[src/rtl/varredura_display.sv]
// Scan controller for the Pong LED matrix: walks the position mux through five slots,
// blanking the matrix before each slot and pulsing frame_fim at the end of every frame.
module varredura_display #(
  parameter int DWELL_CICLOS = 1000,
  parameter int BLANK_CICLOS = 16,
  parameter int LINHA_CIMA   = 0,
  parameter int LINHA_BAIXO  = 7
) (
  input  logic       clk,
  input  logic       rst_n,
  input  logic       habilita,
  input  logic [2:0] posy,
  output logic [2:0] seletor_mux,
  output logic [7:0] linha,
  output logic       apagado,
  output logic       frame_fim
);

  localparam int MAX_CICLOS = (DWELL_CICLOS > BLANK_CICLOS) ? DWELL_CICLOS : BLANK_CICLOS;
  localparam int CW = $clog2(MAX_CICLOS + 1);
  localparam logic [CW-1:0] DWELL_ULT = CW'(DWELL_CICLOS - 1);
  localparam logic [CW-1:0] BLANK_ULT = CW'(BLANK_CICLOS - 1);
  localparam logic [2:0] SLOT_ULT = 3'd4;
  localparam logic [2:0] SLOT_BOLA = 3'd2;
  localparam logic [2:0] L_CIMA = 3'(LINHA_CIMA);
  localparam logic [2:0] L_BAIXO = 3'(LINHA_BAIXO);

  typedef enum logic [1:0] {
    ST_IDLE   = 2'd0,
    ST_BLANK  = 2'd1,
    ST_ACTIVE = 2'd2
  } estado_t;

  estado_t       r_estado;
  estado_t       w_prox_estado;
  logic [2:0]    r_slot;
  logic [2:0]    w_prox_slot;
  logic [CW-1:0] r_cnt;
  logic [CW-1:0] w_prox_cnt;
  logic [2:0]    r_posy;
  logic [2:0]    w_prox_posy;
  logic [2:0]    w_idx;
  logic [7:0]    w_prox_linha;
  logic          w_prox_fim;

  logic [2:0]    r_seletor;
  logic [7:0]    r_linha;
  logic          r_apagado;
  logic          r_frame_fim;

  always_comb begin
    w_prox_estado = r_estado;
    w_prox_slot   = r_slot;
    w_prox_cnt    = r_cnt;
    case (r_estado)
      ST_IDLE: begin
        w_prox_slot = 3'd0;
        w_prox_cnt  = '0;
        if (habilita) w_prox_estado = ST_BLANK;
      end
      ST_BLANK: begin
        if (!habilita) begin
          w_prox_estado = ST_IDLE;
          w_prox_slot   = 3'd0;
          w_prox_cnt    = '0;
        end else if (r_cnt == BLANK_ULT) begin
          w_prox_estado = ST_ACTIVE;
          w_prox_cnt    = '0;
        end else begin
          w_prox_cnt = r_cnt + 1'b1;
        end
      end
      ST_ACTIVE: begin
        // A lit slot always runs its full dwell, even when scanning is being stopped.
        if (r_cnt == DWELL_ULT) begin
          w_prox_cnt = '0;
          if (!habilita) begin
            w_prox_estado = ST_IDLE;
            w_prox_slot   = 3'd0;
          end else begin
            w_prox_estado = ST_BLANK;
            w_prox_slot   = (r_slot == SLOT_ULT) ? 3'd0 : r_slot + 3'd1;
          end
        end else begin
          w_prox_cnt = r_cnt + 1'b1;
        end
      end
      default: begin
        w_prox_estado = ST_IDLE;
        w_prox_slot   = 3'd0;
        w_prox_cnt    = '0;
      end
    endcase
  end

  // Ball line is captured once per frame, as the ball slot starts its blanking.
  always_comb begin
    w_prox_posy = r_posy;
    if (r_estado == ST_ACTIVE && w_prox_estado == ST_BLANK && w_prox_slot == SLOT_BOLA)
      w_prox_posy = posy;
  end

  always_comb begin
    case (w_prox_slot)
      3'd0, 3'd1: w_idx = L_CIMA;
      3'd2:       w_idx = r_posy;
      default:    w_idx = L_BAIXO;
    endcase
    w_prox_linha = (w_prox_estado == ST_ACTIVE) ? (8'd1 << w_idx) : 8'd0;
    w_prox_fim   = (w_prox_estado == ST_ACTIVE) && (w_prox_slot == SLOT_ULT) &&
                   (w_prox_cnt == DWELL_ULT);
  end

  // Outputs are registered from the next-state decode so they line up with the state.
  always_ff @(posedge clk or negedge rst_n) begin
    if (!rst_n) begin
      r_estado    <= ST_IDLE;
      r_slot      <= 3'd0;
      r_cnt       <= '0;
      r_posy      <= 3'd0;
      r_seletor   <= 3'd0;
      r_linha     <= 8'd0;
      r_apagado   <= 1'b1;
      r_frame_fim <= 1'b0;
    end else begin
      r_estado    <= w_prox_estado;
      r_slot      <= w_prox_slot;
      r_cnt       <= w_prox_cnt;
      r_posy      <= w_prox_posy;
      r_seletor   <= w_prox_slot;
      r_linha     <= w_prox_linha;
      r_apagado   <= (w_prox_linha == 8'd0);
      r_frame_fim <= w_prox_fim;
    end
  end

  assign seletor_mux = r_seletor;
  assign linha       = r_linha;
  assign apagado     = r_apagado;
  assign frame_fim   = r_frame_fim;

endmodule
[config.mk]
export PLATFORM = sky130hd
export DESIGN_NAME = varredura_display
export DESIGN_NICKNAME = d
export VERILOG_FILES = /design/src/rtl/varredura_display.sv
export SDC_FILE = /design/constraint.sdc
export NUM_CORES = 1
export LEC_CHECK = 0
export ABC_CLOCK_PERIOD_IN_PS = 2700
export BUFFER_PORTS_ARGS = -buffer_cell sky130_fd_sc_hd__buf_2
export CORE_ASPECT_RATIO = 0.7
export CORE_MARGIN = 2
export CORE_UTILIZATION = 50
export DETAILED_ROUTE_END_ITERATION = 8
export MAX_ROUTING_LAYER = met4
export PLACE_DENSITY = 0.74
export SLEW_MARGIN = 15
export SYNTH_ARGS = -nofsm -noshare
export SYNTH_HDL_FRONTEND = slang
export SYNTH_SLANG_ARGS = --single-unit
[constraint.sdc]
create_clock -name clk -period 2.7 [get_ports clk]
set_input_delay 0 -clock clk [delete_from_list [all_inputs] [get_ports clk]]
set_output_delay 0 -clock clk [all_outputs]
set_load 0.03 [all_outputs]
==> reports/metrics.cfg, run 1 <==
[sta]
fmax_ghz=0.3776
tns_ps=0
finalMaxSlewViolations=0
fin_crit_ps=2648
clock_skew_ps=4.952
fin_worst_hold_slack_ps=205.2
min_period_over_period=0.9809
setup_viol=0
worst_pin_slew_ps=600.3
maxSlewHeadroom=0.5998
hold_viol_final=0

[power_and_ir_drop]
power_density_nw_per_um2=503.8
leakage_nw=0.8571
ir_worst_vdd_v=0.0003754

[synthesis]
ys_warn_count=0
synth_top_area_cell=dfrtp_1
netlist_area_um2=1496
synth_top_area_frac=0.4515
yosysMostFrequentCell=dfrtp_1
synthFlopType=dfrtp_1
ys_ff_latch=28
synth_common_cells=dfrtp_1 (27), nor2_1 (19), inv_1 (11)
synth_cells=144
ys_seq_area_frac=0.4691
synth.distinct_cells=43
synth_edf_count=0
async_flop_share=1.000
synth_fp_nets=157
synthTopCellsByArea=dfrtp_1 (45%), ha_1 (5.9%), nor2_1 (4.8%)
avgSynthCellArea_um2=10.39

[route]
vias=1253
drt_iter0_drc=72
post_drt_wl_per_cell_um=15.17
drtPass1Iterations=4
ant_nets=0
drc_errors=0
via_per_inst=5.748
totalWireLength_um=3308

[setup_path]
start_kind=register
crit_path_max_fanout=3
timing.rr.start=r_cnt[4]$_DFF_PN0_
r2r_slack_ps=50
worstPathRequired_ps=2870
r2r_cells=6
critical_path.startpoint=r_cnt[4]$_DFF_PN0_
crit_type=register to register
worstSetupEndpointType=register
timing.rr.end=r_posy[0]$_DFFE_PN0P_
endpoint=r_posy[0]$_DFFE_PN0P_
crit_arrival_ps=2810

[floorplan]
start_util=0.5301
die_x_um=69.39
fp.dieH_um=49.77
rows=16
core_um2=2823
die-area_um2=3453
io-pin-count=19

[grt]
gr-total-overflow=0
grt_pass1_wl_um=5520
grt_max_degree=29
grt_pass1_vias=1125
antenna_found_initial=0
gr-usage-all-layers=0.2112

[cts]
clockBufferDepth=2
cts_tree=done
clock_latency_ps=270
htreeDepth=1
cts_sinks=28
cts_root_buf=clkbuf_8
clk_pin_slew_ps=90
cts_buffers=3

[final_layout]
fin_util=0.6560
fin_area_um2=1852
area.growth.synth_to_final_pct=23.75
finalNonFillerCells=218
antenna_cells=0
drive_above_1_share=0.3022
fin_nets=196

[place]
place_area_um2=1699
io_buffers=18
gp_congestion=0.8443
dp_cells=207
hpwl_um=2419

[worst_hold_path]
hold_path_class=input pin to register

[status]
status=complete, no violations

[flow_run]
maxCapViolCount=0

-- report_power, final --
group / total [W] / internal (W) / switching [W]
Clock: 0.000323 / 0.000198 / 0.000124
Combinational: 0.000160 / 0.0000586 / 0.000101
Sequential: 0.000451 / 0.000431 / 0.0000193
Total: 0.000933 / 0.000688 / 0.000245
-- flip-flops by register name, indices dropped and copies added (netlist names) --
name	flops
r_cnt	10
r_estado	2
linha	8
frame_fim	1
r_posy	3
seletor_mux	3
apagado	1
-- worst min-delay path by stage --
| stage | startpoint | endpoint | slack, ps | depth (start not counted) |
|---|---|---|---|---|
| 6_report | habilita | r_estado[1]$_DFF_PN0_ | 210 | 4 |
| 5_1_grt | habilita | r_estado[1]$_DFF_PN0_ | 230 | 4 |
| 4_1_cts | habilita | r_estado[1]$_DFF_PN0_ | 190 | 4 |
| 3_5_place_dp | rst_n | r_cnt[3]$_DFF_PN0_ | 40 | 1 |
| 3_3_place_gp | rst_n | r_cnt[3]$_DFF_PN0_ | 30 | 1 |
| 2_1_floorplan | rst_n | frame_fim$_DFF_PN0_ | -300 | 0 |
-- final cells by class --
class / count / area, um^2
Clock buffer: 3 / 41.29
Clock inverter: 1 / 30.03
Fill cell: 230 / 970.9
Inverter: 11 / 41.29
Multi-Input combinational cell: 103 / 757.0
Sequential cell: 28 / 701.9
Tap cell: 36 / 45.04
Timing Repair Buffer: 36 / 235.2
-- metal layers --
metal,vias up,GRT usage,part of all wire
met4,0,0.02941,0.0039
li1,597,-,-
met1,610,0.3083,0.47
met3,2,0.04294,0.066
met5,-,-,0
met2,44,0.3141,0.46
-- worst max-delay path, cell delays in order (launching register included) --
cell      delay [ps]
dfrtp_1          400
or4_4            550
or4_4            510
a221oi_4         350
buf_4            170
nand4b_1         210
mux2_2           360
-- through the flow --
| stage | total power, W | worst slack (ps) |
|---|---|---|
| floorplan | 0.0005444 | 102.6 |
| global placement | 0.0006000 | 99.05 |
| detailed placement | 0.0006012 | 63.81 |
| CTS | 0.0009343 | 21.72 |
| global route | 0.0009827 | -7.208 |
| finish | 0.0009328 | 51.64 |
-- placed cells by master (no fill, tap or decap), types with 3 or more instances in the layout --
cell / count
ha_1: 6
xor2_1: 3
nor2_1: 19
nand4_1: 4
clkbuf_8: 3
dfrtp_1: 27
o21ai_0: 4
mux2_2: 3
buf_2: 18
or4_4: 3
nand2_1: 7
nor4_1: 5
buf_4: 14
xnor2_1: 5
and2_1: 3
nand3_1: 7
inv_1: 11
dlygate4sd3_1: 4
-- what timing repair did --
action,4_1_cts,5_1_grt
endpoints found under the hold margin,30,0
resized for setup,0,5
hold buffers,4,0
endpoints found under the setup margin,0,10
buffers inserted,0,3
-- cell families (layout without fill, tap and decap cells) --
family | Yosys count | in the layout | synth area share
xor+xnor | 8 | 8 | 0.04682
mux | 3 | 3 | 0.02257
flops | 28 | 28 | 0.4691
simple gates | 65 | 65 | 0.2567
buf+inv | 13 | 51 | 0.03762
fa+ha+maj | 7 | 7 | 0.05853
compound gates | 20 | 20 | 0.1087
Note: power is estimated with default switching activity, not from simulation.
==> run 2, diff against run 1 <==
--- a/config.mk
+++ b/config.mk
@@ -11,8 +11,10 @@
 export CORE_MARGIN = 2
 export CORE_UTILIZATION = 50
 export DETAILED_ROUTE_END_ITERATION = 8
+export HOLD_SLACK_MARGIN = 0.15
 export MAX_ROUTING_LAYER = met4
 export PLACE_DENSITY = 0.74
+export RECOVER_POWER = 50
 export SLEW_MARGIN = 15
 export SYNTH_ARGS = -nofsm -noshare
 export SYNTH_HDL_FRONTEND = slang
==> run 2 against run 1 <==
  * Clock skew is 0.73 ps lower
  * Maximum frequency hardly changed
  * Sequential share of layout area increased by 0.18 points
  * Global-route usage unchanged
  * Sequential cell count did not move
  * Clock-buffer cell count unchanged
  * Power barely moved
  * Cell count unchanged
  * Critical path depth unchanged
  * Core utilization down 0.31 points
  * Non-clock buffer count is the same
  * Design area fell by 0.47%
==> reports/metrics.cfg, run 2 (synthesized netlist as in run 1, its figures left out) <==
[status]
status=complete, no violations

[floorplan]
die-area_um2=3453  ; unchanged
io-pin-count=19  ; unchanged
start_util=0.5301  ; unchanged
die_x_um=69.39  ; unchanged
rows=16  ; unchanged
fp.dieH_um=49.77  ; unchanged
core_um2=2823  ; unchanged

[power_and_ir_drop]
ir_worst_vdd_v=0.0003751  ; about the same
intPower_w=0.0006881  ; about the same
p_clk_frac=0.346  ; about the same
leakage_nw=0.8278  ; -3.4%
p_comb_frac=0.171  ; about the same
finalPower_w=0.0009330  ; about the same
p_sw_w=0.0002449  ; +0.13%
power.share.sequential=0.483  ; about the same
sw_frac_of_total=0.2625  ; +0.0003133
power_density_nw_per_um2=506.2  ; +0.49%

[sta]
worst_pin_slew_ps=1448  ; +847.9 ps
hold_viol_final=0  ; unchanged
maxSlewHeadroom=0.03455  ; -0.5653
finalMaxSlewViolations=0  ; unchanged
setup_viol=0  ; unchanged
fmax_ghz=0.3776  ; about the same
clock_skew_ps=4.220  ; -0.7320 ps
min_period_over_period=0.9810  ; about the same
fin_crit_ps=2649  ; +0.2265 ps

[worst_hold_path]
min_from=habilita
min_path_cells=4  ; unchanged
worstHoldEndpoint=r_estado[1]$_DFF_PN0_
hold_path_class=input pin to register

[final_layout]
largest_reg_flops=10  ; unchanged
final_cell_mix=dfrtp_1 (27), nor2_1 (19), buf_4 (14)
drive_above_1_share=0.2637  ; -0.03846
antenna_cells=0  ; unchanged
fin_util=0.6529  ; -0.003102
fin_nets=196  ; unchanged
fillers=237  ; +3.0%
top_register=r_cnt
final_common_cell=dfrtp_1
area.growth.synth_to_final_pct=23.16
finalNonFillerCells=218  ; unchanged

[grt]
grt_pass1_vias=1125  ; unchanged
grt_max_degree=29  ; unchanged
grt_pass1_wl_um=5520  ; unchanged
antenna_found_initial=0  ; unchanged
gr-total-overflow=0  ; unchanged
gr-usage-all-layers=0.2112  ; unchanged

[route]
wl_met1_um=1571  ; +0.77%
totalWireLength_um=3333  ; +0.76%
dr_wl_met2_um=1522  ; +0.46%
drc_errors=0  ; unchanged
via_per_inst=5.711  ; -0.64%
ant_nets=0  ; unchanged
drt_iter0_drc=71  ; -1.4%
drtPass1Iterations=4  ; unchanged
post_drt_wl_per_cell_um=15.29  ; +0.76%
route.met3.wl_um=225  ; +2.7%
top_layer_used=met4
vias=1245  ; -0.64%

[place]
io_buffers=18  ; unchanged
gp_congestion=0.8443  ; unchanged
hpwl_um=2419  ; unchanged
dp_cells=207  ; unchanged

[setup_path]
timing.rr.start=r_cnt[4]$_DFF_PN0_
worstPathRequired_ps=2870  ; about the same
r2r_cells=6  ; unchanged
crit_top_cell=or4_4
start_kind=register
crit_arrival_ps=2810  ; about the same
timing.rr.end=r_posy[0]$_DFFE_PN0P_
cp.buffers_inverters=1  ; unchanged
slowest_delay_ps=550  ; about the same
r2r_slack_ps=50  ; about the same
cp_top_family=simple AND/OR/NAND/NOR gates
critPathSlowestCell=or4_4
crit_path_max_fanout=3  ; unchanged
worstSetupEndpointType=register
crit_type=register to register
path_cells=or4_4 > or4_4 > a221oi_4 > buf_4 > nand4b_1 > mux2_2

[flow_run]
maxCapViolCount=0  ; unchanged

[cts]
clk_pin_slew_ps=90  ; about the same
clock_latency_ps=270  ; about the same
cts_sinks=28  ; unchanged
cts_buffers=3  ; unchanged
cts_root_buf=clkbuf_8
htreeDepth=1  ; unchanged
clockBufferDepth=2  ; unchanged
cts_tree=done

run 2: final cells by class:
cell class              instances  area, um^2  share of cell area
clock buffers                   3       41.29             0.02240
clock inverters                 1       30.03             0.01629
inverters                      11       41.29             0.02240
multi-input cells             103       757.0              0.4107
flip-flops and latches         28       701.9              0.3809
well taps                      36       45.04             0.02444
repair buffers                 36       226.5              0.1229
run 2: timing repair:
item	4_1_cts	5_1_grt
endpoints found under the setup margin	0	10
gates resized for setup	0	5
setup buffers	0	3
endpoints found under the hold margin	31	0
hold buffers	4	0
run 2: worst max path at each step:
stage	slack (ps)	depth (start not counted)	to	start
floorplan	100	7	linha[2]$_DFF_PN0_	r_cnt[5]$_DFF_PN0_
global placement	100	7	linha[0]$_DFF_PN0_	r_cnt[0]$_DFF_PN0_
detailed placement	60	6	linha[4]$_DFF_PN0_	r_cnt[4]$_DFF_PN0_
CTS	20	6	linha[4]$_DFF_PN0_	r_cnt[4]$_DFF_PN0_
global route	-7	6	r_posy[2]$_DFFE_PN0P_	r_cnt[4]$_DFF_PN0_
finish	50	6	r_posy[0]$_DFFE_PN0P_	r_cnt[4]$_DFF_PN0_
run 2: through the flow:
step / area, um^2 / TNS (ps) / hold slack [ps] / setup WS [ps]
3_5_place_dp: 1699 / 0 / 41.63 / 63.81
6_report: 1843 / 0 / 204.3 / 51.41
3_3_place_gp: 1699 / 0 / 33.52 / 99.05
5_1_grt: 1843 / -16.21 / 233.8 / -7.208
4_1_cts: 1810 / 0 / 187.0 / 21.72
2_1_floorplan: 1496 / 0 / -295.6 / 102.6
run 2: power by group through the flow:
stage          clock network, W   logic, W  registers, W
2_1_floorplan                 0  0.0000919      0.000452
3_3_place_gp                  0   0.000143      0.000457
3_5_place_dp                  0   0.000144      0.000457
4_1_cts                0.000332   0.000152      0.000450
5_1_grt                0.000353   0.000175      0.000454
6_report               0.000323   0.000159      0.000450
run 2: metal layers:
layer	up-vias	track usage
li1	596	-
met1	603	0.3083
met2	44	0.3141
met3	2	0.04294
met4	0	0.02941
met5	-	-
run 2: worst register-to-register path, stage by stage, from the launching register on:
cell and delay (ps):
dfrtp_1 400, or4_4 550, or4_4 510, a221oi_4 350
buf_4 170, nand4b_1 210, mux2_2 360
